**config.mk**
```make
export PLATFORM = sky130hd
export DESIGN_NAME = gpu_bus_interface
export DESIGN_NICKNAME = d
export VERILOG_FILES = /design/src/rtl/gpu_bus_interface.sv
export SDC_FILE = /design/constraint.sdc
export NUM_CORES = 1
export LEC_CHECK = 0
export BUFFER_PORTS_ARGS = -buffer_cell sky130_fd_sc_hd__buf_2
export CORE_MARGIN = 2
export CORE_UTILIZATION = 50
export CTS_CLUSTER_SIZE = 8
export DETAILED_ROUTE_END_ITERATION = 12
export HOLD_SLACK_MARGIN = 0.06
export PLACE_DENSITY = 0.84
export SYNTH_ARGS = -nofsm -noshare
export SYNTH_HDL_FRONTEND = slang
export SYNTH_SLANG_ARGS = --single-unit
```
**constraint.sdc**
```tcl
create_clock -name CLK100MHz -period 2.3 [get_ports CLK100MHz]
set_input_delay 0 -clock CLK100MHz [delete_from_list [all_inputs] [get_ports CLK100MHz]]
set_output_delay 0 -clock CLK100MHz [all_outputs]
set_load 0.01 [all_outputs]
```
**src/rtl/gpu_bus_interface.sv**
```systemverilog
// ---------------------------------------------------------------------------
// gpu_bus_interface
//
// CPU-facing write port of the GPU. The asynchronous chip-select strobe is
// brought into the CLK100MHz domain through two flops followed by a rising
// edge detect. The bus is captured on the detected edge and the register
// action is applied one cycle later. VRAM writes are queued and presented to
// memory with a hold-until-ack handshake.
//
// Build option:
//   GPU_WRITE_FIFO_EN  defined   -> FIFO_DEPTH-entry VRAM write queue
//                      undefined -> single holding register (depth 1)
// ---------------------------------------------------------------------------
module gpu_bus_interface #(
    parameter int VRAM_AW    = 13,
    parameter int FIFO_DEPTH = 4
) (
    input  logic               CLK100MHz,
    input  logic               rst,
    input  logic [7:0]         data,
    input  logic [3:0]         addr,
    input  logic               rw,
    input  logic               cs_clock,
    input  logic               vblank,
    output logic [VRAM_AW-1:0] vram_wr_addr,
    output logic [7:0]         vram_wr_data,
    output logic               vram_we,
    input  logic               vram_ack,
    output logic [7:0]         scroll_x,
    output logic [7:0]         scroll_y,
    output logic               fifo_overflow,
    output logic               irq
);

    localparam logic [3:0] REG_ADDR_LO  = 4'h0;
    localparam logic [3:0] REG_ADDR_HI  = 4'h1;
    localparam logic [3:0] REG_DATA     = 4'h2;
    localparam logic [3:0] REG_INCR     = 4'h3;
    localparam logic [3:0] REG_IRQ_EN   = 4'h4;
    localparam logic [3:0] REG_IRQ_CLR  = 4'h5;
    localparam logic [3:0] REG_SCROLL_X = 4'h6;
    localparam logic [3:0] REG_SCROLL_Y = 4'h7;

    // ------------------------------------------------------------------
    // Strobe synchroniser and bus capture
    // ------------------------------------------------------------------
    logic       cs_s1_q, cs_s2_q, cs_s3_q;
    logic       cs_rise;
    logic [3:0] bus_addr_q;
    logic [7:0] bus_data_q;
    logic       bus_rw_q;
    logic       act_q;

    // Two-flop synchroniser plus one history flop for edge detection.
    always_ff @(posedge CLK100MHz or negedge rst) begin
        if (!rst) begin
            cs_s1_q <= 1'b0;
            cs_s2_q <= 1'b0;
            cs_s3_q <= 1'b0;
        end else begin
            cs_s1_q <= cs_clock;
            cs_s2_q <= cs_s1_q;
            cs_s3_q <= cs_s2_q;
        end
    end

    assign cs_rise = cs_s2_q & ~cs_s3_q;

    // Latch the bus on the detected edge; the action fires the next cycle.
    always_ff @(posedge CLK100MHz or negedge rst) begin
        if (!rst) begin
            bus_addr_q <= '0;
            bus_data_q <= '0;
            bus_rw_q   <= 1'b0;
            act_q      <= 1'b0;
        end else begin
            act_q <= cs_rise;
            if (cs_rise) begin
                bus_addr_q <= addr;
                bus_data_q <= data;
                bus_rw_q   <= rw;
            end
        end
    end

    // ------------------------------------------------------------------
    // Register file
    // ------------------------------------------------------------------
    logic               wr_en;
    logic [VRAM_AW-1:0] ptr_q, ptr_d;
    logic [7:0]         incr_q, incr_d;
    logic [7:0]         scroll_x_q, scroll_x_d;
    logic [7:0]         scroll_y_q, scroll_y_d;
    logic               irq_en_q, irq_en_d;
    logic               stat_q, stat_d;
    logic               ovf_q, ovf_d;
    logic               irq_q, irq_d;
    logic               vb_q;
    logic               vb_set;
    logic               push_q, push_d;
    logic [VRAM_AW-1:0] push_addr_q, push_addr_d;
    logic [7:0]         push_data_q, push_data_d;
    logic               push_drop;

    assign wr_en  = act_q & ~bus_rw_q;
    assign vb_set = vblank & ~vb_q;

    // Register decode and next-state for everything the CPU can write.
    always_comb begin
        ptr_d       = ptr_q;
        incr_d      = incr_q;
        scroll_x_d  = scroll_x_q;
        scroll_y_d  = scroll_y_q;
        irq_en_d    = irq_en_q;
        stat_d      = stat_q;
        ovf_d       = ovf_q;
        push_d      = 1'b0;
        push_addr_d = push_addr_q;
        push_data_d = push_data_q;
        if (wr_en) begin
            case (bus_addr_q)
                REG_ADDR_LO:  ptr_d = {ptr_q[VRAM_AW-1:8], bus_data_q};
                REG_ADDR_HI:  ptr_d = {bus_data_q[VRAM_AW-9:0], ptr_q[7:0]};
                REG_DATA: begin
                    push_d      = 1'b1;
                    push_addr_d = ptr_q;
                    push_data_d = bus_data_q;
                    ptr_d       = ptr_q + VRAM_AW'(incr_q);
                end
                REG_INCR:     incr_d     = bus_data_q;
                REG_IRQ_EN:   irq_en_d   = bus_data_q[0];
                REG_IRQ_CLR: begin
                    if (bus_data_q[0]) stat_d = 1'b0;
                    if (bus_data_q[7]) ovf_d  = 1'b0;
                end
                REG_SCROLL_X: scroll_x_d = bus_data_q;
                REG_SCROLL_Y: scroll_y_d = bus_data_q;
                default: ;
            endcase
        end
        // A new vblank edge or a dropped write beats a same-cycle clear.
        if (vb_set)    stat_d = 1'b1;
        if (push_drop) ovf_d  = 1'b1;
        irq_d = stat_q & irq_en_q;
    end

    // Register file state, including the one-cycle push staging register.
    always_ff @(posedge CLK100MHz or negedge rst) begin
        if (!rst) begin
            ptr_q       <= '0;
            incr_q      <= 8'd1;
            scroll_x_q  <= '0;
            scroll_y_q  <= '0;
            irq_en_q    <= 1'b0;
            stat_q      <= 1'b0;
            ovf_q       <= 1'b0;
            irq_q       <= 1'b0;
            vb_q        <= 1'b0;
            push_q      <= 1'b0;
            push_addr_q <= '0;
            push_data_q <= '0;
        end else begin
            ptr_q       <= ptr_d;
            incr_q      <= incr_d;
            scroll_x_q  <= scroll_x_d;
            scroll_y_q  <= scroll_y_d;
            irq_en_q    <= irq_en_d;
            stat_q      <= stat_d;
            ovf_q       <= ovf_d;
            irq_q       <= irq_d;
            vb_q        <= vblank;
            push_q      <= push_d;
            push_addr_q <= push_addr_d;
            push_data_q <= push_data_d;
        end
    end

    assign scroll_x      = scroll_x_q;
    assign scroll_y      = scroll_y_q;
    assign fifo_overflow = ovf_q;
    assign irq           = irq_q;

    // ------------------------------------------------------------------
    // VRAM write queue
    // ------------------------------------------------------------------
`ifdef GPU_WRITE_FIFO_EN
    localparam int PW = $clog2(FIFO_DEPTH);

    logic [VRAM_AW-1:0] fa_q [FIFO_DEPTH];
    logic [7:0]         fd_q [FIFO_DEPTH];
    logic [PW-1:0]      wp_q, rp_q;
    logic [PW:0]        cnt_q;
    logic               full, empty, pop, push_ok;

    assign full      = (cnt_q == (PW+1)'(FIFO_DEPTH));
    assign empty     = (cnt_q == '0);
    assign pop       = vram_ack & ~empty;
    assign push_ok   = push_q & (~full | pop);
    assign push_drop = push_q & full & ~pop;

    // Circular buffer; a push into a full queue is allowed when the head pops.
    always_ff @(posedge CLK100MHz or negedge rst) begin
        if (!rst) begin
            for (int i = 0; i < FIFO_DEPTH; i++) begin
                fa_q[i] <= '0;
                fd_q[i] <= '0;
            end
            wp_q  <= '0;
            rp_q  <= '0;
            cnt_q <= '0;
        end else begin
            if (push_ok) begin
                fa_q[wp_q] <= push_addr_q;
                fd_q[wp_q] <= push_data_q;
                wp_q       <= wp_q + PW'(1);
            end
            if (pop) rp_q <= rp_q + PW'(1);
            if (push_ok && !pop)      cnt_q <= cnt_q + (PW+1)'(1);
            else if (pop && !push_ok) cnt_q <= cnt_q - (PW+1)'(1);
        end
    end

    assign vram_wr_addr = fa_q[rp_q];
    assign vram_wr_data = fd_q[rp_q];
    assign vram_we      = ~empty;
`else
    logic               hold_v_q;
    logic [VRAM_AW-1:0] hold_a_q;
    logic [7:0]         hold_d_q;
    logic               pop, push_ok;

    assign pop       = vram_ack & hold_v_q;
    assign push_ok   = push_q & (~hold_v_q | pop);
    assign push_drop = push_q & hold_v_q & ~pop;

    // Single holding register; refilled in the same cycle it is acked.
    always_ff @(posedge CLK100MHz or negedge rst) begin
        if (!rst) begin
            hold_v_q <= 1'b0;
            hold_a_q <= '0;
            hold_d_q <= '0;
        end else begin
            if (push_ok) begin
                hold_v_q <= 1'b1;
                hold_a_q <= push_addr_q;
                hold_d_q <= push_data_q;
            end else if (pop) begin
                hold_v_q <= 1'b0;
            end
        end
    end

    assign vram_wr_addr = hold_a_q;
    assign vram_wr_data = hold_d_q;
    assign vram_we      = hold_v_q;
`endif

endmodule

```
======== After elaboration in Yosys (flattened, before gate mapping) ========
Cells that the tools add are included.
operators by class
  $add $sub $neg .......................... 1
  $mul .................................... 0
  divide/modulo/power cells ............... 0
  $lt $le $gt $ge ......................... 0
  equal/unequal tests ..................... 7
  shifts and indexed selects .............. 0
  muxes and demuxes ....................... 13
  bitwise gates (word level) .............. 16
  reductions and logical operators ........ 19
operators by type and width
  cell                count
  $pmux 13 s3         1
  $reduce_bool 2->1   9
  $eq 4x3->1 const B  4
  $add 13x8->13       1
  $mux 1              12
  $reduce_and 3->1    4
  $reduce_and 2->1    5
  $and 1x1->1         8
  $eq 4x2->1 const B  2
  $not 1->1           7
  $eq 4x1->1 const B  1
  $logic_not 4->1     1
  $or 1x1->1          1
word-level totals
  register bits ........................... 103
  latch bits .............................. 0
  bits in writable memories ............... 0
  memory bits (read-only) ................. 0
  input bits .............................. 18
  word-level logic and storage cells ...... 79
  memories kept ........................... 0

======== Longest topological paths before layout ========
Gate-level depths: netlist (run 1).
  depth in word-level cells ............... 5
  depth in mapped cells ................... 8

======== Least setup slack after synthesis (run 1) ========
Ideal clock, no wire load.
  kind .................................... register to register
  from .................................... reg incr_q[0]
  to ...................................... reg ptr_q[12]
  data arrival time ....................... 2121 ps
  path slack .............................. 110 ps
  cell stages (with the launch flop) ...... 9
  path buffers ............................ 0
  clock period less this slack ............ 2190 ps
  cell sequence ........................... dfstp_2 ha_1 inv_1 fa_1 nand2b_1 a21oi_1 o41ai_2 or4_1 nand3_1
between the ends
  word-level cells in the longest chain between the ends .. 2
RTL lines
  what                      RTL line  text
  start: declaration        91        logic [7:0] incr_q, incr_d;
  start signal: assignment  164       incr_q <= incr_d;
  $add 13x8->13             128       ptr_d = ptr_q + VRAM_AW'(incr_q);
  $pmux 13 s3               121       case (bus_addr_q)
  end signal: assignment    163       ptr_q <= ptr_d;
  end: declaration          90        logic [VRAM_AW-1:0] ptr_q, ptr_d;
Every way passes these cells.
A chain may end at the register's enable or synchronous reset.

======== Final worst setup path (run 1) ========
Ends and elaborated chain as after synthesis.

==> flow_metrics.tcl, run 1 <==
set metrics [dict create \
    synth_cells 357 \
    reg2reg_setup_slack_ns 0.11 \
    min_path_type "in2async" \
    first_pass_iters 4 \
    switching_power_w 0.001613 \
    synthTopCellsByCount "dfrtp_1, mux2_2, nand2_1" \
    synth-seq-area-share 0.5616 \
    drt-total-wl_um 10180 \
    synth.area.top_cells "dfrtp_1, mux2_2, mux2_1, ha_1, o21ai_0" \
    seqPwrFrac 0.519 \
    nets 466 \
    critPathRequiredTime_ns 2.62 \
    maxCapViolCount 0 \
    drive_gt1_frac 0.3597 \
    yosysMostFrequentCell "dfrtp_1" \
    port_buffers 57 \
    htreeDepth 3 \
    area_growth_pct 17.71 \
    ys_types 56 \
    dieArea_mm2 0.009966 \
    ios 58 \
    p_leak_nw 2.647 \
    clkPwrFrac 0.212 \
    initial_core_util 0.5215 \
    clock_latency_ns 0.37 \
    vdd.ir_drop.worst_mv 0.6108 \
    hold_viol_final 0 \
    setup_viol 0 \
    cts_sinks 103 \
    vias_per_cell 5.758 \
    synth_top_cell_by_area "dfrtp_1" \
    swShare 0.3336 \
    power_frac_comb 0.269 \
    internal_power_w 0.003223 \
    synth_fp_nets 384 \
    status "completed" \
    finalClockSkew_ns 0.009205 \
    synth_flop_cell "dfrtp_1" \
    avgSynthCellArea_um2 12.86 \
    drt-initial-drc-count 200 \
    fp.dieW_um 99.83 \
    start_kind "flop" \
    nFillCells 696 \
    synth_area_mm2 0.004592 \
    clk_pin_slew_worst_paths_ns 0.10 \
    tritoncts "done" \
    clockRootBuffer "clkbuf_8" \
    wl_per_cell_um 18.51 \
    grt_pass1_wl_um 17070 \
    core_area_mm2 0.008806 \
    grt_max_degree 67 \
    antenna_found_initial 0 \
    cts_made_buffers 9 \
    grt_pass1_vias 3404 \
    synth_top_area_frac 0.5559 \
    diodes 0 \
    rsz0062_at_grt "false" \
    relSlewSlack 0.6710 \
    gp_congestion 0.8636 \
    dr_total_vias 3167 \
    ys_seq_elements 103 \
    critPathKind "reg2reg" \
    p_per_area_mw_per_mm2 894.8 \
    tightest_slew_ns 0.4935 \
    ant_nets 0 \
    synthArstFlopShare 1.000 \
    hpwl_um 6845 \
    endpoint_kind "flop" \
    timing.final.crit_period_ns 2.187 \
    grt-ovfl-total 0 \
    rows 34 \
    finalCritPeriodShare 0.9509 \
    yosys_warnings 0 \
    fmax_mhz 457.2 \
    drv_slew 0 \
    clockBufferDepth 2 \
    whs_ns 0.1338 \
    synth-edff-count 0 \
    drc 0 \
    worstPathArrival_ns 2.50 \
    die_y_um 99.83 \
    grtUsageTotal 0.2204 \
    finalSetupTns_ns 0 \
    crit_fanout 5 \
]
## stage by stage
| step | instances | total power (W) | instance area [um^2] | utilization | worst slack, ns |
|---|---|---|---|---|---|
| 2_1_floorplan | 357 | 0.003296 | 4592 | - | 0.1098 |
| 3_3_place_gp | 519 | 0.003712 | 5037 | 0.5720 | 0.05484 |
| 3_5_place_dp | 519 | 0.003784 | 5037 | 0.5720 | 0.01088 |
| 4_1_cts | 550 | 0.004822 | 5379 | 0.6108 | 0.04015 |
| 5_1_grt | 550 | 0.005150 | 5405 | 0.6138 | 0.009697 |
| 6_report | 550 | 0.004836 | 5405 | 0.6138 | 0.1129 |
## cell families after synthesis
| kind of cell | Yosys count | share of synthesized area |
|---|---|---|
| AOI/OAI and AO/OA | 58 | 0.08856 |
| xor gates and xnor gates | 2 | 0.003815 |
| adders and majority gates | 9 | 0.02616 |
| buffers and inverters | 24 | 0.02561 |
| DFF | 103 | 0.5616 |
| muxes | 78 | 0.1910 |
| and+or+nand+nor | 83 | 0.1033 |
## path summary, 6_finish.rpt
kind                           start     endpoint  cells past startpoint
max                        incr_q[0]    ptr_q[12]                      8
min                              rst  scroll_y[2]                      2
max reg2reg                incr_q[0]    ptr_q[12]                      8
min reg2reg                  cs_s1_q      cs_s2_q                      0
max in group asynchronous        rst    incr_q[0]                      3
min in group CLK100MHz      cs_clock      cs_s1_q                      2
## placed cells by master, fill, tap and decap left out, types with 2 or more instances in the layout
cell type | synthesis | final
nor3_1 | 5 | 5
o21ai_0 | 16 | 16
mux2_2 | 60 | 60
o21bai_1 | 2 | 2
inv_6 | 0 | 2
a22oi_1 | 3 | 3
o41ai_2 | 3 | 2
nand2b_1 | 6 | 5
ha_1 | 8 | 8
mux2_1 | 17 | 17
clkbuf_8 | 0 | 9
and3_1 | 3 | 3
buf_4 | 0 | 13
a21oi_1 | 10 | 9
nor2_2 | 2 | 2
or4b_1 | 2 | 2
a221oi_1 | 3 | 3
a31oi_1 | 4 | 4
and4_1 | 2 | 2
nand4_1 | 3 | 3
a211oi_1 | 2 | 2
clkinvlp_4 | 0 | 2
nand3_1 | 9 | 9
inv_1 | 8 | 8
o22ai_1 | 2 | 2
dfrtp_1 | 102 | 102
buf_2 | 4 | 56
o211ai_1 | 2 | 2
nor2_1 | 15 | 15
nor2b_1 | 5 | 5
dlygate4sd3_1 | 0 | 17
nand2_1 | 20 | 20
or2_2 | 2 | 2
## power groups by stage
stage	Clock [W]	Combinational (W)	Sequential, W
floorplan	0	0.000814	0.00248
CTS	0.00105	0.00126	0.00251
detailed placement	0	0.00124	0.00254
global placement	0	0.00120	0.00252
finish	0.00103	0.00130	0.00251
global route	0.00113	0.00145	0.00257
## final cells by class
cell class / count / area (um^2) / area share
clock buffer: 9 / 123.9 / 0.02292
inverter: 8 / 30.03 / 0.005556
multi-input combinational: 230 / 1926 / 0.3563
timing repair buffer: 87 / 568.0 / 0.1051
tap: 108 / 135.1 / 0.02500
sequential: 103 / 2579 / 0.4771
clock inverter: 5 / 43.79 / 0.008102
## worst max-delay path, stage by stage, from the launching register on
cell and delay (ns):
dfstp_2 0.54, ha_1 0.15, inv_1 0.05, fa_1 0.39, nand2b_4 0.17, a21oi_4 0.19
o41ai_4 0.11, or4_1 0.42, nand3_1 0.09
## flip-flops by register name (all words and copies together) (netlist names), 4 cells and up
register,flops
ptr_q,13
push_addr_q,13
vram_wr_addr,13
bus_data_q,8
incr_q,8
push_data_q,8
scroll_x,8
scroll_y,8
vram_wr_data,8
bus_addr_q,4
## routing by layer
layer | wire, um | GRT usage | vias to the layer above
li1 | - | - | 1457
met1 | 4400 | 0.2860 | 1589
met2 | 4997 | 0.3680 | 97
met3 | 532 | 0.04248 | 24
met4 | 253 | 0.08746 | 0
met5 | 0 | 0 | -
## repair_timing
action / in CTS / in global routing
hold endpoints to repair: 55 / 0
pin swaps: 0 / 2
setup endpoints to repair: 1 / 2
resized for setup: 1 / 3
hold buffers: 17 / 0
setup buffers: 0 / 0
No activity file was read; power rests on OpenSTA's default activity.
==> inputs of run 2 (changes only) <==
--- a/config.mk
+++ b/config.mk
@@ -12,4 +12,5 @@
 export DETAILED_ROUTE_END_ITERATION = 12
+export GPL_TIMING_DRIVEN = 1
 export HOLD_SLACK_MARGIN = 0.06
-export PLACE_DENSITY = 0.84
+export PLACE_DENSITY = 0.81
 export SYNTH_ARGS = -nofsm -noshare
==> constraint.sdc (replaced) <==
create_clock -name CLK100MHz -period 2.8 [get_ports CLK100MHz]
set_input_delay 0.42 -clock CLK100MHz [delete_from_list [all_inputs] [get_ports CLK100MHz]]
set_output_delay 0.42 -clock CLK100MHz [all_outputs]
set_load 0.01 [all_outputs]
==> flow_metrics.tcl, run 2 (same netlist as run 1, synthesis figures left out) <==
set metrics [dict create \
    status "completed" \
    vdd.ir_drop.worst_mv 0.4579 \
    internal_power_w 0.002622 \
    endpoint_kind "flop" \
    nFillCells 700 \
    rsz0062_at_grt "false" \
    switching_power_w 0.001322 \
    start_kind "flop" \
    min_path_type "in2reg" \
    rows 34 \
    finalCritPeriodShare 0.8879 \
    hold-path-cell-count 1 \
    crit_fanout 5 \
    area_growth_pct 13.27 \
    dr_total_vias 3154 \
    ant_nets 0 \
    die_y_um 99.83 \
    finalPower_w 0.003945 \
    cp-startpoint "incr_q[0]" \
    nets 447 \
    seqPwrFrac 0.523 \
    finalSetupTns_ns 0 \
    reg2reg_setup_slack_ns 0.31 \
    gp_congestion 0.9005 \
    power_frac_comb 0.252 \
    clockBufferDepth 2 \
    core_area_mm2 0.008806 \
    cts_made_buffers 9 \
    critPathRequiredTime_ns 3.11 \
    fp.dieW_um 99.83 \
    grtUsageTotal 0.2090 \
    grt_pass1_wl_um 16060 \
    maxCapViolCount 0 \
    first_pass_iters 5 \
    antenna_found_initial 0 \
    post_cts_resized 0 \
    setup_viol 0 \
    final_common_cell "dfrtp_1" \
    initial_core_util 0.5215 \
    dieArea_mm2 0.009966 \
    port_buffers 57 \
    finalClockSkew_ns 0.01183 \
    diodes 0 \
    hold_viol_final 0 \
    hp-start "cs_clock" \
    critPathKind "reg2reg" \
    drive_gt1_frac 0.3671 \
    drt-initial-drc-count 229 \
    clock_latency_ns 0.37 \
    timing.final.crit_period_ns 2.486 \
    vias_per_cell 5.917 \
    r2r_start "incr_q[0]" \
    grt-ovfl-total 0 \
    fmax_mhz 402.2 \
    tritoncts "done" \
    hold_path_end "cs_s1_q" \
    dp.cells 516 \
    p_per_area_mw_per_mm2 758.4 \
    mostFrequentLayoutCells "dfrtp_1, mux2_2, buf_2" \
    worstPathArrival_ns 2.79 \
    htreeDepth 3 \
    grt_max_degree 29 \
    tightest_slew_ns 0.6011 \
    drc 0 \
    cts_sinks 103 \
    ff2ff_path_depth 8 \
    clk_pin_slew_worst_paths_ns 0.11 \
    drv_slew 0 \
    p_leak_nw 2.558 \
    swShare 0.3352 \
    clockRootBuffer "clkbuf_8" \
    relSlewSlack 0.5949 \
    ios 58 \
    drt-total-wl_um 9675 \
    clkPwrFrac 0.225 \
    grt_pass1_vias 3191 \
    wl_per_cell_um 18.15 \
    hpwl_um 6757 \
    r2r_end "ptr_q[12]" \
    layoutNonFillerInstCount 533 \
]
[run 2: changes by cell type in the layout (fill, tap and decap cells not counted)]
cell	before	now
o41ai_2	2	3
clkinv_2	0	1
nand2b_4	1	0
nand2b_1	5	6
a21oi_4	1	0
clkinv_8	0	1
o41ai_4	1	0
a21oi_1	9	10
buf_4	13	11
dlygate4sd3_1	17	1
buf_12	1	0
[run 2: final cells by class]
type | instances | area (um^2) | area share
sequential | 103 | 2579 | 0.4958
multi-input combinational | 230 | 1896 | 0.3644
timing repair buffer | 68 | 372.9 | 0.07169
tap | 108 | 135.1 | 0.02598
clock buffer | 9 | 123.9 | 0.02382
clock inverter | 7 | 65.06 | 0.01251
inverter | 8 | 30.03 | 0.005773
[run 2: layer usage]
metal / track usage / wire length (um) / part of all wire / vias to the layer above
met5: 0 / 0 / 0 / -
met4: 0.09589 / 254 / 0.026 / 0
met1: 0.2823 / 4165 / 0.43 / 1548
met3: 0.03830 / 728 / 0.075 / 30
met2: 0.3321 / 4526 / 0.47 / 152
li1: - / - / - / 1424
[run 2: worst max-delay path, cell delays in order (launching register included)]
cell and delay (ns):
dfstp_2 0.55, ha_1 0.15, inv_1 0.06, fa_1 0.40, nand2b_1 0.18, a21oi_1 0.32
o41ai_2 0.19, or4_1 0.45, nand3_1 0.10
[run 2: repair_timing]
item / CTS / global route
endpoints found under the setup margin: 0 / 0
hold endpoints to repair: 24 / 0
hold buffers: 1 / 0
buffers inserted: 0 / 0
[run 2: worst max-delay path by stage]
stage	slack (ns)	end
finish	0.31	ptr_q[12]
global route	0.20	ptr_q[12]
CTS	0.36	ptr_q[12]
detailed placement	0.40	ptr_q[12]
global placement	0.49	ptr_q[12]
floorplan	0.61	ptr_q[12]
[run 2: through the flow]
stage                     setup WS [ns]    util  hold slack, ns  cell area [um^2]
final                            0.3138  0.5907          0.1480              5201
after global routing             0.2028  0.5907          0.1338              5201
after CTS                        0.3557  0.5907          0.1382              5201
after detailed placement         0.4034  0.5681          0.3347              5002
after global placement           0.4950  0.5681          0.3332              5002
after floorplan                  0.6098       -          0.1244              4592
[run 2: power groups by stage]
| stage | clock (W) | combinational (W) | sequential (W) |
|---|---|---|---|
| 2_1_floorplan | 0 | 0.000668 | 0.00204 |
| 3_3_place_gp | 0 | 0.000960 | 0.00207 |
| 3_5_place_dp | 0 | 0.000988 | 0.00209 |
| 4_1_cts | 0.000908 | 0.000996 | 0.00206 |
| 5_1_grt | 0.000960 | 0.00111 | 0.00211 |
| 6_report | 0.000888 | 0.000993 | 0.00206 |
==> inputs of run 3 (changes only) <==
- ABC_AREA: unset -> 1
- PLACE_DENSITY: 0.81 -> 0.82
==> flow_metrics.tcl, run 3 <==
set metrics [dict create \
    status "completed" \
    synth_flop_cell "dfrtp_1" \
    cts_made_buffers 9 \
    p_per_area_mw_per_mm2 849.7 \
    ys_seq_elements 103 \
    rsz0062_at_grt "false" \
    endpoint_kind "flop" \
    clockRootBuffer "clkbuf_8" \
    drt-total-wl_um 9707 \
    power_frac_comb 0.279 \
    p_leak_nw 2.674 \
    post_cts_resized 0 \
    synth_top_area_frac 0.5681 \
    grt_most_used_layer "met2" \
    worstPathArrival_ns 2.33 \
    synth_fp_nets 533 \
    synth-edff-count 0 \
    synth.area.top_cells "dfrtp_1, nand2_1, o21ai_0, inv_1, nand3_1" \
    first_pass_iters 5 \
    crit_path_cell_trace "ha_1, inv_1, fa_1, inv_1, nand3_1, nand3_1, nand3_1, nand3b_1, nand3_1, a21oi_1" \
    grt_pass1_vias 3453 \
    diodes 0 \
    tightest_slew_ns 0.6867 \
    drive_gt1_frac 0.1786 \
    min_path_type "in2async" \
    nFillCells 773 \
    grt_pass1_wl_um 16460 \
    synthArstFlopShare 1.000 \
    met3_usage 0.04681 \
    setup_viol 0 \
    clockBufferDepth 2 \
    hold_viol_final 0 \
    yosys_warnings 0 \
    fmax_mhz 490.3 \
    switching_power_w 0.001526 \
    regArea_mm2 0.002579 \
    critPathRequiredTime_ns 3.09 \
    finalClockSkew_ns 0.01028 \
    finalCritPeriodShare 0.7284 \
    ys_types 28 \
    whs_ns 0.09314 \
    start_kind "flop" \
    crit_top_cell "nand3_1" \
    avgSynthCellArea_um2 8.880 \
    nets 593 \
    ant_nets 0 \
    relSlewSlack 0.5411 \
    die_y_um 98.80 \
    max_stage_delay_ns 0.55 \
    clk_pin_slew_worst_paths_ns 0.10 \
    synth-seq-area-share 0.5739 \
    finalPower_w 0.004360 \
    finalSetupTns_ns 0 \
    synth_area_mm2 0.004493 \
    crit_fanout 5 \
    drt-initial-drc-count 207 \
    mostFrequentLayoutCells "nand2_1, dfrtp_1, o21ai_0" \
    vdd.ir_drop.worst_mv 0.5002 \
    finish.instance_area_mm2 0.005131 \
    ios 58 \
    hpwl_um 7062 \
    antenna_found_initial 0 \
    swShare 0.3501 \
    dpl-instance-area_mm2 0.004907 \
    yosysMostFrequentCell "nand2_1" \
    drv_slew 0 \
    grtUsageTotal 0.2124 \
    synthTopCellsByCount "nand2_1, dfrtp_1, o21ai_0" \
    multiInputGateArea_mm2 0.001619 \
    clkPwrFrac 0.236 \
    synth_top_cell_by_area "dfrtp_1" \
    tritoncts "done" \
    drc 0 \
    met2_usage 0.3441 \
    seqPwrFrac 0.485 \
    cts_sinks 103 \
    htreeDepth 3 \
    internal_power_w 0.002834 \
    final_common_cell "nand2_1" \
    core_area_mm2 0.008721 \
    dieArea_mm2 0.009760 \
    holdBufCountCts 0 \
    timing.final.crit_period_ns 2.039 \
    port_buffers 57 \
    vias_per_cell 5.290 \
    initial_core_util 0.5152 \
    critPathSlowestCell "dfstp_2" \
    postCtsSetupBuffers 0 \
    fin_ws_ns 0.7606 \
    met1_usage 0.2792 \
    critPathKind "reg2reg" \
    clock_latency_ns 0.36 \
    wl_per_cell_um 14.30 \
    synth_cells 506 \
    grt_max_degree 104 \
    maxCapViolCount 0 \
    grt-ovfl-total 0 \
    dr_total_vias 3592 \
    rows 34 \
    gp_congestion 0.9140 \
    pre_cts_slack_ns 0.7788 \
    fp.dieW_um 98.80 \
    area_growth_pct 14.20 \
]
==> run 3: changes by cell type in the layout (fill, tap and decap cells not counted), sizes merged, moves of 4 or more <==
cell / change
nand2: +127
mux2: -68
inv: +53
o21ai: +52
nand3: +17
nor2: +8
nand2b: -6
a21oi: +5
nand4: +5
nor2b: -5
buf: -4
nand3b: +4
nor3: -4
==> run 3: final timing paths <==
| path | startpoint | end | slack (ns) | cells past startpoint |
|---|---|---|---|---|
| setup / recovery | incr_q[0] | ptr_q[12] | 0.76 | 10 |
| hold / removal | rst | vram_wr_data[3] | 0.09 | 2 |
| setup reg to reg | incr_q[0] | ptr_q[12] | 0.76 | 10 |
| hold reg to reg | cs_s1_q | cs_s2_q | 0.36 | 0 |
| max in group asynchronous | rst | incr_q[0] | 2.31 | 2 |
| min in group CLK100MHz | cs_clock | cs_s1_q | 0.15 | 1 |
==> run 3: power groups by stage <==
stage	Sequential, W	Combinational (W)	Clock (W)
after floorplan	0.00211	0.000800	0
after global placement	0.00212	0.00116	0
after detailed placement	0.00214	0.00121	0
after CTS	0.00211	0.00122	0.00105
after global routing	0.00215	0.00140	0.00111
final	0.00211	0.00122	0.00103
==> run 3: cells by family (layout without fill, tap and decap cells) <==
kind of cell               count (synthesis)  after routing  share of synthesized area
and+or+nand+nor                          217            217                     0.2027
DFF                                      103            103                     0.5739
AOI/OAI and AO/OA                         93             93                     0.1083
buffers and inverters                     75            140                    0.06572
adders and majority gates                  9              9                    0.02673
muxes                                      9              9                    0.02256
==> run 3: layout make-up <==
cell class / instances / area share
inverters: 61 / 0.04462
well taps: 108 / 0.02634
clock inverters: 7 / 0.01951
repair buffers: 63 / 0.06730
clock buffers: 9 / 0.02414
multi-input cells: 328 / 0.3155
flip-flops and latches: 103 / 0.5026
==> run 3: per-stage QoR <==
stage / instances / util
floorplan: 506 / -
global placement: 663 / 0.5627
detailed placement: 663 / 0.5627
CTS: 679 / 0.5884
global route: 679 / 0.5884
finish: 679 / 0.5884
==> run 3: critical path, delay by kind of cell (launching register included) <==
family	cells	cell delay [ns]
AO/OA/AOI/OAI	1	0.13
adder cells (fa/ha/maj)	2	0.54
buffers and inverters	2	0.16
flip-flops	1	0.55
AND/OR/NAND/NOR	5	0.58
==> run 3: per-layer routing <==
layer | part of all wire | routed length (um)
met5 | 0 | 0
met4 | 0.029 | 286
met3 | 0.058 | 560
met2 | 0.47 | 4550
met1 | 0.44 | 4308
